==> src/rtl/tl_pkg.sv <==
// Shared types and constants for the traffic-light phase controller.
package tl_pkg;

  localparam int unsigned TMR_W = 8;

  localparam logic [2:0] LIGHT_RED = 3'b100;
  localparam logic [2:0] LIGHT_YEL = 3'b010;
  localparam logic [2:0] LIGHT_GRN = 3'b001;

  typedef enum logic [2:0] {
    StMainGreen  = 3'd0,
    StMainYellow = 3'd1,
    StAllRed1    = 3'd2,
    StSideGreen  = 3'd3,
    StSideYellow = 3'd4,
    StAllRed2    = 3'd5
  } tl_state_e;

  function automatic logic [2:0] main_lamp(input tl_state_e s);
    case (s)
      StMainGreen:  main_lamp = LIGHT_GRN;
      StMainYellow: main_lamp = LIGHT_YEL;
      default:      main_lamp = LIGHT_RED;
    endcase
  endfunction

  function automatic logic [2:0] side_lamp(input tl_state_e s);
    case (s)
      StSideGreen:  side_lamp = LIGHT_GRN;
      StSideYellow: side_lamp = LIGHT_YEL;
      default:      side_lamp = LIGHT_RED;
    endcase
  endfunction

endpackage

==> src/rtl/tl_req_latch.sv <==
// Two-flop synchronizer feeding a sticky request latch; clear has priority over set.
module tl_req_latch (
  input  logic clk,
  input  logic reset,
  input  logic i_async,
  input  logic i_set_en,
  input  logic i_clr,
  output logic o_req
);

  logic r_sync1;
  logic r_sync2;
  logic r_req;

  always_ff @(posedge clk) begin
    if (reset) begin
      r_sync1 <= 1'b0;
      r_sync2 <= 1'b0;
      r_req   <= 1'b0;
    end else begin
      r_sync1 <= i_async;
      r_sync2 <= r_sync1;
      if (i_clr) begin
        r_req <= 1'b0;
      end else if (i_set_en && r_sync2) begin
        r_req <= 1'b1;
      end
    end
  end

  assign o_req = r_req;

endmodule

==> src/rtl/tl_phase_ctrl.sv <==
// Main/side intersection phase sequencer driving an external down-counter timer.
// Optional pedestrian crossing support is enabled with `define PED_XING_EN.
module tl_phase_ctrl
  import tl_pkg::*;
#(
  parameter logic [TMR_W-1:0] GREEN_MAIN_T = 8'd30,
  parameter logic [TMR_W-1:0] YELLOW_T     = 8'd5,
  parameter logic [TMR_W-1:0] ALLRED_T     = 8'd2,
  parameter logic [TMR_W-1:0] GREEN_SIDE_T = 8'd20
) (
  input  logic             clk,
  input  logic             reset,
  input  logic             tick,
  input  logic             side_car,
  input  logic             tmr_timeup,
  output logic             tmr_load,
  output logic [TMR_W-1:0] tmr_value,
  output logic             tmr_decr,
  output logic [2:0]       main_light,
  output logic [2:0]       side_light
`ifdef PED_XING_EN
  ,
  input  logic             ped_req,
  output logic             ped_walk
`endif
);

  tl_state_e  r_state;
  tl_state_e  w_state_d;
  logic       r_load_pending;
  logic [2:0] r_main_light;
  logic [2:0] r_side_light;
  logic       w_eval;
  logic       w_set_en;
  logic       w_enter_side;
  logic       w_side_req;
  logic       w_exit_req;

  // Timeup during the load cycle still reflects the previous phase's count.
  assign w_eval = ~r_load_pending & tmr_timeup;

  assign w_set_en = (r_state == StMainGreen) || (r_state == StMainYellow) ||
                    (r_state == StAllRed1)   || (r_state == StAllRed2);
  assign w_enter_side = (w_state_d == StSideGreen) && (r_state != StSideGreen);

  tl_req_latch u_side_req (
    .clk      (clk),
    .reset    (reset),
    .i_async  (side_car),
    .i_set_en (w_set_en),
    .i_clr    (w_enter_side),
    .o_req    (w_side_req)
  );

`ifdef PED_XING_EN
  logic w_ped_pend;
  logic r_ped_walk;

  tl_req_latch u_ped_req (
    .clk      (clk),
    .reset    (reset),
    .i_async  (ped_req),
    .i_set_en (w_set_en),
    .i_clr    (w_enter_side),
    .o_req    (w_ped_pend)
  );

  always_ff @(posedge clk) begin
    if (reset) begin
      r_ped_walk <= 1'b0;
    end else if (w_enter_side) begin
      r_ped_walk <= w_ped_pend;
    end
  end

  assign w_exit_req = w_side_req | w_ped_pend;
  assign ped_walk   = r_ped_walk & (r_state == StSideGreen);
`else
  assign w_exit_req = w_side_req;
`endif

  always_comb begin
    w_state_d = r_state;
    case (r_state)
      StMainGreen:  if (w_eval && w_exit_req) w_state_d = StMainYellow;
      StMainYellow: if (w_eval) w_state_d = StAllRed1;
      StAllRed1:    if (w_eval) w_state_d = StSideGreen;
      StSideGreen:  if (w_eval) w_state_d = StSideYellow;
      StSideYellow: if (w_eval) w_state_d = StAllRed2;
      StAllRed2:    if (w_eval) w_state_d = StMainGreen;
      default:      w_state_d = StAllRed2;
    endcase
  end

  always_ff @(posedge clk) begin
    if (reset) begin
      r_state        <= StAllRed2;
      r_load_pending <= 1'b1;
      r_main_light   <= LIGHT_RED;
      r_side_light   <= LIGHT_RED;
    end else begin
      r_state        <= w_state_d;
      r_load_pending <= (w_state_d != r_state);
      r_main_light   <= main_lamp(w_state_d);
      r_side_light   <= side_lamp(w_state_d);
    end
  end

  always_comb begin
    tmr_value = ALLRED_T;
    case (r_state)
      StMainGreen:  tmr_value = GREEN_MAIN_T;
      StMainYellow: tmr_value = YELLOW_T;
      StSideGreen:  tmr_value = GREEN_SIDE_T;
      StSideYellow: tmr_value = YELLOW_T;
      default:      tmr_value = ALLRED_T;
    endcase
  end

  assign tmr_load   = r_load_pending & ~reset;
  assign tmr_decr   = tick & ~r_load_pending & ~reset;
  assign main_light = r_main_light;
  assign side_light = r_side_light;

endmodule

==> config.mk <==
export PLATFORM = sky130hd
export DESIGN_NAME = tl_phase_ctrl
export DESIGN_NICKNAME = d
export VERILOG_FILES = /design/src/rtl/tl_pkg.sv /design/src/rtl/tl_req_latch.sv /design/src/rtl/tl_phase_ctrl.sv
export SDC_FILE = /design/constraint.sdc
export NUM_CORES = 1
export LEC_CHECK = 0
export CAP_MARGIN = 10
export CORE_MARGIN = 5
export CORE_UTILIZATION = 39
export CTS_CLUSTER_DIAMETER = 30
export DETAILED_ROUTE_END_ITERATION = 16
export PLACE_DENSITY_LB_ADDON = 0.05
export SYNTH_ARGS = -nofsm -noshare
export SYNTH_HDL_FRONTEND = slang
export SYNTH_SLANG_ARGS = --single-unit
export TNS_END_PERCENT = 100
==> constraint.sdc <==
create_clock -name clk -period 1.19 [get_ports clk]
set_clock_uncertainty 0.05 [all_clocks]
set_input_delay 0.238 -clock clk [delete_from_list [all_inputs] [get_ports clk]]
set_output_delay 0.238 -clock clk [all_outputs]
set_load 0.01 [all_outputs]
==> key figures <==
Final layout
  – Nets@finish: 106
  – Share of cells above drive strength 1: 45.0%
  – Reg area: 273 µm²
  – FILL cells: 143
  – Number of diodes: 0
  – Area delta synth->final: 57.9%
  – Util after Layout: 66.2%
  – Multi-input logic area: 414 µm²

Setup path
  – Reg2Reg Capture Point: main_light[1]
  – Worst-path maximum fanout: 7
  – Worst-path cell chain: buf_6 -> nor3_4 -> nand2b_1 -> buf_2
  – WP data arrival: 1.16 ns
  – CP Buf/Inv Count: 2
  – Setup crit end kind: output port
  – Crit-path slowest cell: dfxtp_4
  – CP top delay family: flip-flops
  – Crit-path max cell delay: 0.38 ns
  – Reg2reg setup slack: -0.12 ns
  – Worst Path Required: 0.90 ns
  – Worst reg-to-reg path cell count: 4
  – CP Class: register to output port
  – R2R Path Start: r_state[0]
  – CP Launch Type: register

Die
  – Starting Density: 41.9%
  – Row cnt: 14
  – Ports: 21
  – Area of the die: 2570 µm²
  – Die height: 50.7 µm
  – Core area: 1540 µm²
  – Die Wd: 50.7 µm

Logic synthesis
  – Yosys top cell by area: dfxtp_1
  – Mean area per synthesized cell: 9.36 µm²
  – Adder and majority gate portion of the synthesized area: 0%
  – Top-area cell type share of the netlist area: 40.3%
  – Syn Std Cell Area: 646 µm²
  – Mux cell area share after synthesis: 1.55%
  – Compound-Gate Fraction of Synth Area: 17.4%
  – Largest family of logic cells by synthesized area: simple AND/OR/NAND/NOR gates
  – Cells after synthesis: 69
  – FFs w/ async S/R, synth: 0%
  – Synth warnings: 0
  – Cell with the most instances after synthesis: dfxtp_1
  – Number of synthesized flops with an enable pin: 0
  – Post-synth cell types: 35
  – Synthesized flop and latch total: 13
  – Post-synthesis sequential area ratio: 40.3%
  – Most frequent cells after synthesis: 13 x dfxtp_1, 5 x a21oi_1, 4 x buf_4, 4 x nor2b_1, 4 x o21ai_0
  – Fraction of the mapped netlist area in simple logic gates: 27.1%
  – XOR/XNOR Fraction of Synth Area: 2.71%
  – Ys flop type: dfxtp_1
  – Synth top area cells: dfxtp_1 40%, buf_4 4.7%, a21oi_1 3.9%, nor2b_1 3.9%, buf_6 3.5%

Timing
  – Max Slew Vio Count: 0
  – # setup viols final: 10
  – Fin crit period: 1.45 ns
  – Period utilization: 122%
  – Final WS setup: -0.260 ns
  – RSZ-0062 raised after global routing: true
  – Hold Vio Cnt, Final: 0
  – Fmax: 690 MHz

Global route
  – Pin count of the biggest net entering global routing: 13
  – Initial antenna violation count: 0
  – First-pass GRT wire length: 2.47 mm
  – All-Layer GR Usage: 12.3%
  – Overflow after GRT: 0
  – Number of global-route vias before repair: 574

Clock network
  – Clock-pin slew on the worst setup and hold paths: 0.08 ns
  – CTS Buffer Depth: 2
  – TritonCTS clock tree: done
  – CTS Hold Bufs: 0
  – H-tree depth: 1
  – Worst skew pair latency: 0.28 ns
  – CTS Root Cell: clkbuf_4
  – Num CTS Buffers: 3
  – CTS Sinks: 13

Min path
  – Worst hold path class: input pin to register
  – Hold Path Sink: r_load_pending
  – Hold Crit Depth: 4
  – Hold Startpoint: tmr_timeup

Drt
  – # DRC: 0
  – Wire length per cell: 13.0 µm
  – DR iter-0 viols: 23
  – Final WL: 1.51 mm
  – Antenna-violating nets left: 0
  – Drt pass-1 iters: 4
  – Routed vias: 604
  – Post-DR vias/cell: 5.21

Power
  – Sw Share: 29.0%
  – Share of power burned in registers: 47.0%
  – Pwr Density: 1010 nW/µm²
  – Clock power frac: 26.4%
  – Lkg Pwr: 0.000440 µW
  – Internal: 731 µW
  – Max VDD drop: 0.654 mV
  – Tot Pwr: 1030 µW
  – Comb power frac: 26.6%
  – Sw Pwr: 298 µW

Run
  – Max-cap violations: 0

Outcome
  – Failing checks: negative setup slack
  – Status: complete, but fails checks

Placed design
  – DP Wirelength: 984 µm
  – Gp weighted congestion: 0.769
  – Number of port buffers: 17
==> stage by stage <==
| step | hold WS, ns | setup WS [ns] | cells | TNS (ns) | cell area (µm²) |
|---|---|---|---|---|---|
| 4_1_cts | 0.400 | -0.286 | 114 | -1.38 | 968 |
| 6_report | 0.389 | -0.260 | 116 | -1.31 | 1020 |
| 3_3_place_gp | 0.369 | -0.524 | 107 | -6.60 | 897 |
| 5_1_grt | 0.418 | -0.340 | 116 | -1.98 | 1020 |
| 3_5_place_dp | 0.379 | -0.564 | 107 | -6.61 | 897 |
| 2_1_floorplan | 0.257 | -0.0276 | 71 | -0.0393 | 689 |
==> worst max-delay path by stage <==
| stage | startpoint | end | slack, ns | cells after the start |
|---|---|---|---|---|
| 2_1_floorplan | r_state[0] | tmr_value[4] | -0.03 | 4 |
| 3_3_place_gp | reset | tmr_decr | -0.52 | 3 |
| 3_5_place_dp | reset | tmr_decr | -0.56 | 3 |
| 4_1_cts | r_state[0] | tmr_value[1] | -0.29 | 4 |
| 5_1_grt | r_state[0] | tmr_value[1] | -0.34 | 4 |
| 6_report | r_state[0] | tmr_value[1] | -0.26 | 4 |
==> layout make-up <==
class | instances | share of cell area, %
Tap cell | 16 | 1.96
Clock buffer | 4 | 2.58
Sequential cell | 13 | 26.7
Timing Repair Buffer | 33 | 28.1
Multi-Input combinational cell | 50 | 40.6
==> routing by layer <==
metal | track usage, % | part of all wire, % | up-vias
li1 | - | - | 300
met5 | 0 | 0 | -
met2 | 19.0 | 52 | 17
met3 | 3.85 | 6.2 | 2
met4 | 7.66 | 1.1 | 0
met1 | 14.5 | 41 | 285
==> flip-flops by register name, indices dropped and copies added (netlist names) <==
name,flops
main_light,3
r_state,3
side_light,3
r_load_pending,1
u_side_req.o_req,1
u_side_req.r_sync1,1
u_side_req.r_sync2,1
==> worst min-delay path, cell delays in order <==
cell,delay [ns]
dlymetal6s2s_1,0.16
nor2b_4,0.16
o31ai_1,0.06
a21oi_1,0.06
==> placed cells by master (no fill, tap or decap), types with 2 or more instances in the layout <==
| cell type | synthesis | final |
|---|---|---|
| clkbuf_4 | 0 | 3 |
| buf_4 | 4 | 9 |
| conb_1 | 1 | 3 |
| nor2b_4 | 0 | 2 |
| nor2b_1 | 4 | 4 |
| dfxtp_4 | 0 | 3 |
| nand2b_1 | 3 | 3 |
| nor3_1 | 3 | 2 |
| dfxtp_1 | 13 | 9 |
| nor2_1 | 3 | 3 |
| o21ai_0 | 4 | 3 |
| dlygate4sd2_1 | 0 | 8 |
| buf_6 | 2 | 9 |
| buf_2 | 2 | 5 |
| a21oi_1 | 5 | 2 |
| a21oi_2 | 0 | 2 |
==> power by group through the flow <==
stage	Combinational [µW]	Sequential, µW	Clock [µW]
after global routing	297	489	301
after CTS	253	483	281
after detailed placement	253	494	0
final	274	484	272
after global placement	251	493	0
after floorplan	156	493	0
==> cell families after synthesis <==
logic type	after synthesis
buffers and inverters	9
and+or+nand+nor	26
xor gates and xnor gates	2
other	1
AOI/OAI and AO/OA	17
muxes	1
DFF	13
==> repair_timing <==
action	CTS	global route
setup endpoints to repair	24	15
gates resized for setup	54	10
endpoints found under the hold margin	0	0
pin swaps	3	1
gates cloned	1	0
buffers inserted	2	2
Note: power is estimated with default switching activity, not from simulation.
==> RTL edit 1: new RTL, same settings <==
The output `side_light` loses its register stage (`r_side_light` becomes a continuous assignment).
--- a/src/rtl/tl_phase_ctrl.sv
+++ b/src/rtl/tl_phase_ctrl.sv
@@ -99,3 +99,2 @@
       r_main_light   <= LIGHT_RED;
-      r_side_light   <= LIGHT_RED;
     end else begin
@@ -104,5 +103,6 @@
       r_main_light   <= main_lamp(w_state_d);
-      r_side_light   <= side_lamp(w_state_d);
     end
   end
+
+  assign r_side_light = side_lamp(w_state_d);
 
Check against the original RTL: not equivalent (Yosys sat finds a counterexample within 10 cycles, from zero or initial values and one cycle with reset high).
==> RTL edit 1 against the original RTL <==
- the run still ends with setup timing left
- largest power group unchanged
- die area shrank 11%
- worst setup slack lost 140 ps
- area after synthesis shrank 14%
- sequential power shrank 23%
- total power grew 0.53%
- final area grew 9.4%
- sequential cell count shrank 3
- clock power grew 18%
- routed wire length grew 38%
==> RTL edit 1: results <==
[routing]
viasPerCell = 5.12
drt_iter0_markers = 6
firstDrtPassIters = 2
wl_per_cell_um = 16.7

[grt]
antenna_found_initial = 0
grt_pass1_wl_mm = 3.08
grt_max_degree = 11
grt_util_all_layers_pct = 19.6
grt_pass1_vias = 673

[placement]
io_buffers = 17
dpl.hpwl_mm = 1.10
pre_cts_slack_ps = -822
place_congestion = 0.777
dpl_cell_area_um2 = 883

[clock_tree]
htree_num_levels = 1
clockRootBuffer = "clkbuf_4"
clockBufferDepth = 2
clkLatencyLatePin_ps = 270
path_clk_slew_ps = 70
cts_resized = 73
cts_buffers = 3
cts_setup_buffers = 7

[outcome]
violations = "setup timing"
status = "finished, violations left"

[yosys]
ys_top_cells_by_count = "10 x dfxtp_1, 6 x nand2b_1, 5 x a21oi_1"
seq_area_frac_synth_pct = 36.0
synth_cell_types = 33
yosysWarningCount = 0
ys.flop_type = "dfxtp_1"
yosys-top-cells-area = "dfxtp_1 36%, nand2b_1 6.7%, buf_4 5.4%, a21oi_1 4.5%, xnor2_1 3.1%"
async_flop_share_pct = 0

[flow_run]
drv_cap = 0

[power_and_ir_drop]
p_leak_uw = 0.000477
ir_drop_mv = 0.673

[worst_setup_path]
cp_data_arrival_time_ps = 1300
crit_fanout = 5

[timing]
fin_ws_ps = -400
setup_viol_count_final = 16

[finish]
n_antenna_cell = 0
fin_nets = 116
drive_above_1_share_pct = 66.4

[hold_path]
hp-class = "flop to flop"
RTL edit 1: kinds of logic after synthesis:
logic type / count (synthesis) / share of synthesized area, %
simple gates: 25 / 28.8
mux: 1 / 1.80
flops: 10 / 36.0
other cells: 1 / 0.674
xor+xnor: 2 / 3.15
buf+inv: 10 / 10.1
compound gates: 16 / 19.6
RTL edit 1: critical path, stage by stage (launching register included):
cell and delay, ps:
dfxtp_2 340, and2b_2 260, o32a_1 290, buf_2 140
RTL edit 1: per-layer routing:
layer  vias up  global-route usage, %  share of wire (%)
li1        314                      -                  -
met1       305                   22.9                 42
met2        16                   33.2                 53
met3         5                   4.51                2.9
met4         0                   9.68                2.2
met5         -                      0                  0
RTL edit 1: layout make-up:
class	count	area, um^2
Inverter	2	7.51
Fill cell	76	218
Sequential cell	10	210
Timing Repair Buffer	47	403
Multi-Input combinational cell	47	440
Clock buffer	4	36.3
Tap cell	15	18.8
RTL edit 1: report_power, final:
group / leakage [uW] / internal (uW) / switching (uW) / total [uW]
Combinational: 0.000373 / 186 / 153 / 339
Sequential: 0.0000827 / 353 / 20.9 / 374
Clock: 0.0000210 / 186 / 136 / 322
Total: 0.000477 / 725 / 310 / 1040
RTL edit 1: worst paths after layout:
path	startpoint	end	slack (ps)	depth (start not counted)
worst max register to register	r_load_pending	main_light[2]	-340	7
worst min-delay path	u_side_req.r_sync1	u_side_req.r_sync2	410	1
worst max-delay path	r_load_pending	side_light[2]	-400	3
worst min register to register	u_side_req.r_sync1	u_side_req.r_sync2	410	1
RTL edit 1: stage by stage:
step	total power, uW	cells	setup TNS, ps
final	1040	125	-4340
after global placement	632	112	-8050
after detailed placement	638	112	-8230
after global routing	1080	125	-5310
after CTS	992	123	-3960
after floorplan	501	67	-79.1
==> RTL edit 2: new RTL, same settings <==
Made on the original files. Change the package constant `TMR_W` from 8 to 12.
--- a/src/rtl/tl_pkg.sv
+++ b/src/rtl/tl_pkg.sv
@@ -3,3 +3,3 @@
 
-  localparam int unsigned TMR_W = 8;
+  localparam int unsigned TMR_W = 12;
 
Ports: changed (resized tmr_value); port bits go from 21 to 25. No check against the original RTL was run, so the function may have changed too.
==> RTL edit 2 against the original RTL <==
- the flow still finishes with violations (setup timing)
- worst setup slack lost 12 ps
- area after synthesis increased by 4.7%
- maximum frequency shrank 0.81%
- total power rose by 4.4%
- routed wire length rose by 6.4%
- worst hold slack gained 14 ps
- sequential share of layout area shrank 1.9 points
- critical path depth unchanged
- sequential cell count did not move
- final area is 7.7% higher
- count of clock-buffer cells in the layout unchanged
- critical endpoint unchanged
- largest cell class unchanged
==> RTL edit 2: results <==
[yosys]
yosysWarningCount = 0
synth_cell_types = 35
seq_area_frac_synth_pct = 38.5
ys_top_cells_by_count = "13 x dfxtp_1, 8 x buf_4, 5 x a21oi_1"
synthMuxAreaShare_pct = 1.48
synthAdderAreaFrac_pct = 0
synth-compound-area-share_pct = 16.7
yosys-top-cells-area = "dfxtp_1 39%, buf_4 8.9%, a21oi_1 3.7%, nor2b_1 3.7%, buf_6 3.3%"
async_flop_share_pct = 0
synth_xor_area_share_pct = 2.59
synth_cells = 73

[routing]
wl_per_cell_um = 12.8
drt_iter0_markers = 8
vias = 644

[finish]
area_share_clock_buf_inv_pct = 2.39
nonClkBufAreaFrac_pct = 31.4
drive_above_1_share_pct = 49.5
flops_and_latches = 13
multi_input_area_share_pct = 39.4
stdcell_count = 126
seqCellArea_um2 = 273
signal_buffers = 38
nMultiInputCombCells = 54
num-clock-buffers = 4
fin_nets = 115
n_antenna_cell = 0

[grt]
grt_pass1_wl_mm = 2.56
grt_pass1_vias = 578
antenna_found_initial = 0
grt_util_all_layers_pct = 12.7
grt_max_degree = 13

[worst_setup_path]
crit_fanout = 4
cpMaxStageDelayCell = "dfxtp_4"
r2r_start = "r_state[0]"
critPathMaxStageDelay_ps = 360
path_delay_family = "flip-flops"
regToRegSetupSlack_ps = -170
startpoint = "r_state[1]"
critPathKind = "flop to output pin"
r2r_end = "side_light[2]"

[power_and_ir_drop]
ir_drop_mv = 0.684
power.internal_uw = 770
p_leak_uw = 0.000471

[placement]
dpl.hpwl_mm = 1.01
io_buffers = 17
place_congestion = 0.739
place_inst = 113

[timing]
setup_viol_count_final = 10
fin_ws_ps = -271

[clock_tree]
htree_num_levels = 1
cts_buffers = 3
clockRootBuffer = "clkbuf_4"
path_clk_slew_ps = 70

[outcome]
status = "finished, violations left"
violations = "setup timing"

[hold_path]
hold_start = "u_side_req.r_sync1"
hp-class = "flop to flop"
==> RTL edit 2: metal layers <==
| metal | track usage [%] | vias to the layer above | wire length, um |
|---|---|---|---|
| li1 | - | 312 | - |
| met1 | 14.8 | 304 | 674 |
| met2 | 21.6 | 26 | 798 |
| met3 | 2.87 | 2 | 124 |
| met4 | 6.55 | 0 | 10 |
| met5 | 0 | - | 0 |
==> RTL edit 2: worst min-delay path by stage <==
stage,endpoint,slack [ps],cells after the start
after floorplan,main_light[1],260,1
after global placement,u_side_req.r_sync2,370,1
after detailed placement,u_side_req.r_sync2,380,1
after CTS,u_side_req.r_sync2,410,1
after global routing,u_side_req.r_sync2,410,1
final,u_side_req.r_sync2,400,1
==> RTL edit 2: what timing repair did <==
| action | in CTS | in global routing |
|---|---|---|
| endpoints found under the hold margin | 0 | 0 |
| gates cloned | 1 | 0 |
| hold buffers | 0 | 0 |
| pin swaps | 2 | 9 |
| setup endpoints to repair | 24 | 14 |
| buffers inserted | 4 | 4 |
| resized for setup | 53 | 15 |
==> RTL edit 2: power by group through the flow <==
stage / clock, uW / sequential (uW) / combinational, uW
final: 262 / 486 / 326
after floorplan: 0 / 493 / 171
after global placement: 0 / 494 / 263
after global routing: 288 / 491 / 350
after CTS: 271 / 484 / 273
after detailed placement: 0 / 494 / 265
==> RTL edit 2: per-stage QoR <==
| step | instance area [um^2] | worst slack [ps] | utilization (%) | setup TNS, ps |
|---|---|---|---|---|
| after CTS | 1010 | -271 | 59.9 | -1460 |
| after detailed placement | 933 | -526 | 55.3 | -6890 |
| after global routing | 1100 | -328 | 65.0 | -2170 |
| final | 1100 | -271 | 65.0 | -1660 |
| after floorplan | 734 | -27.6 | - | -39.3 |
| after global placement | 933 | -518 | 55.3 | -6670 |
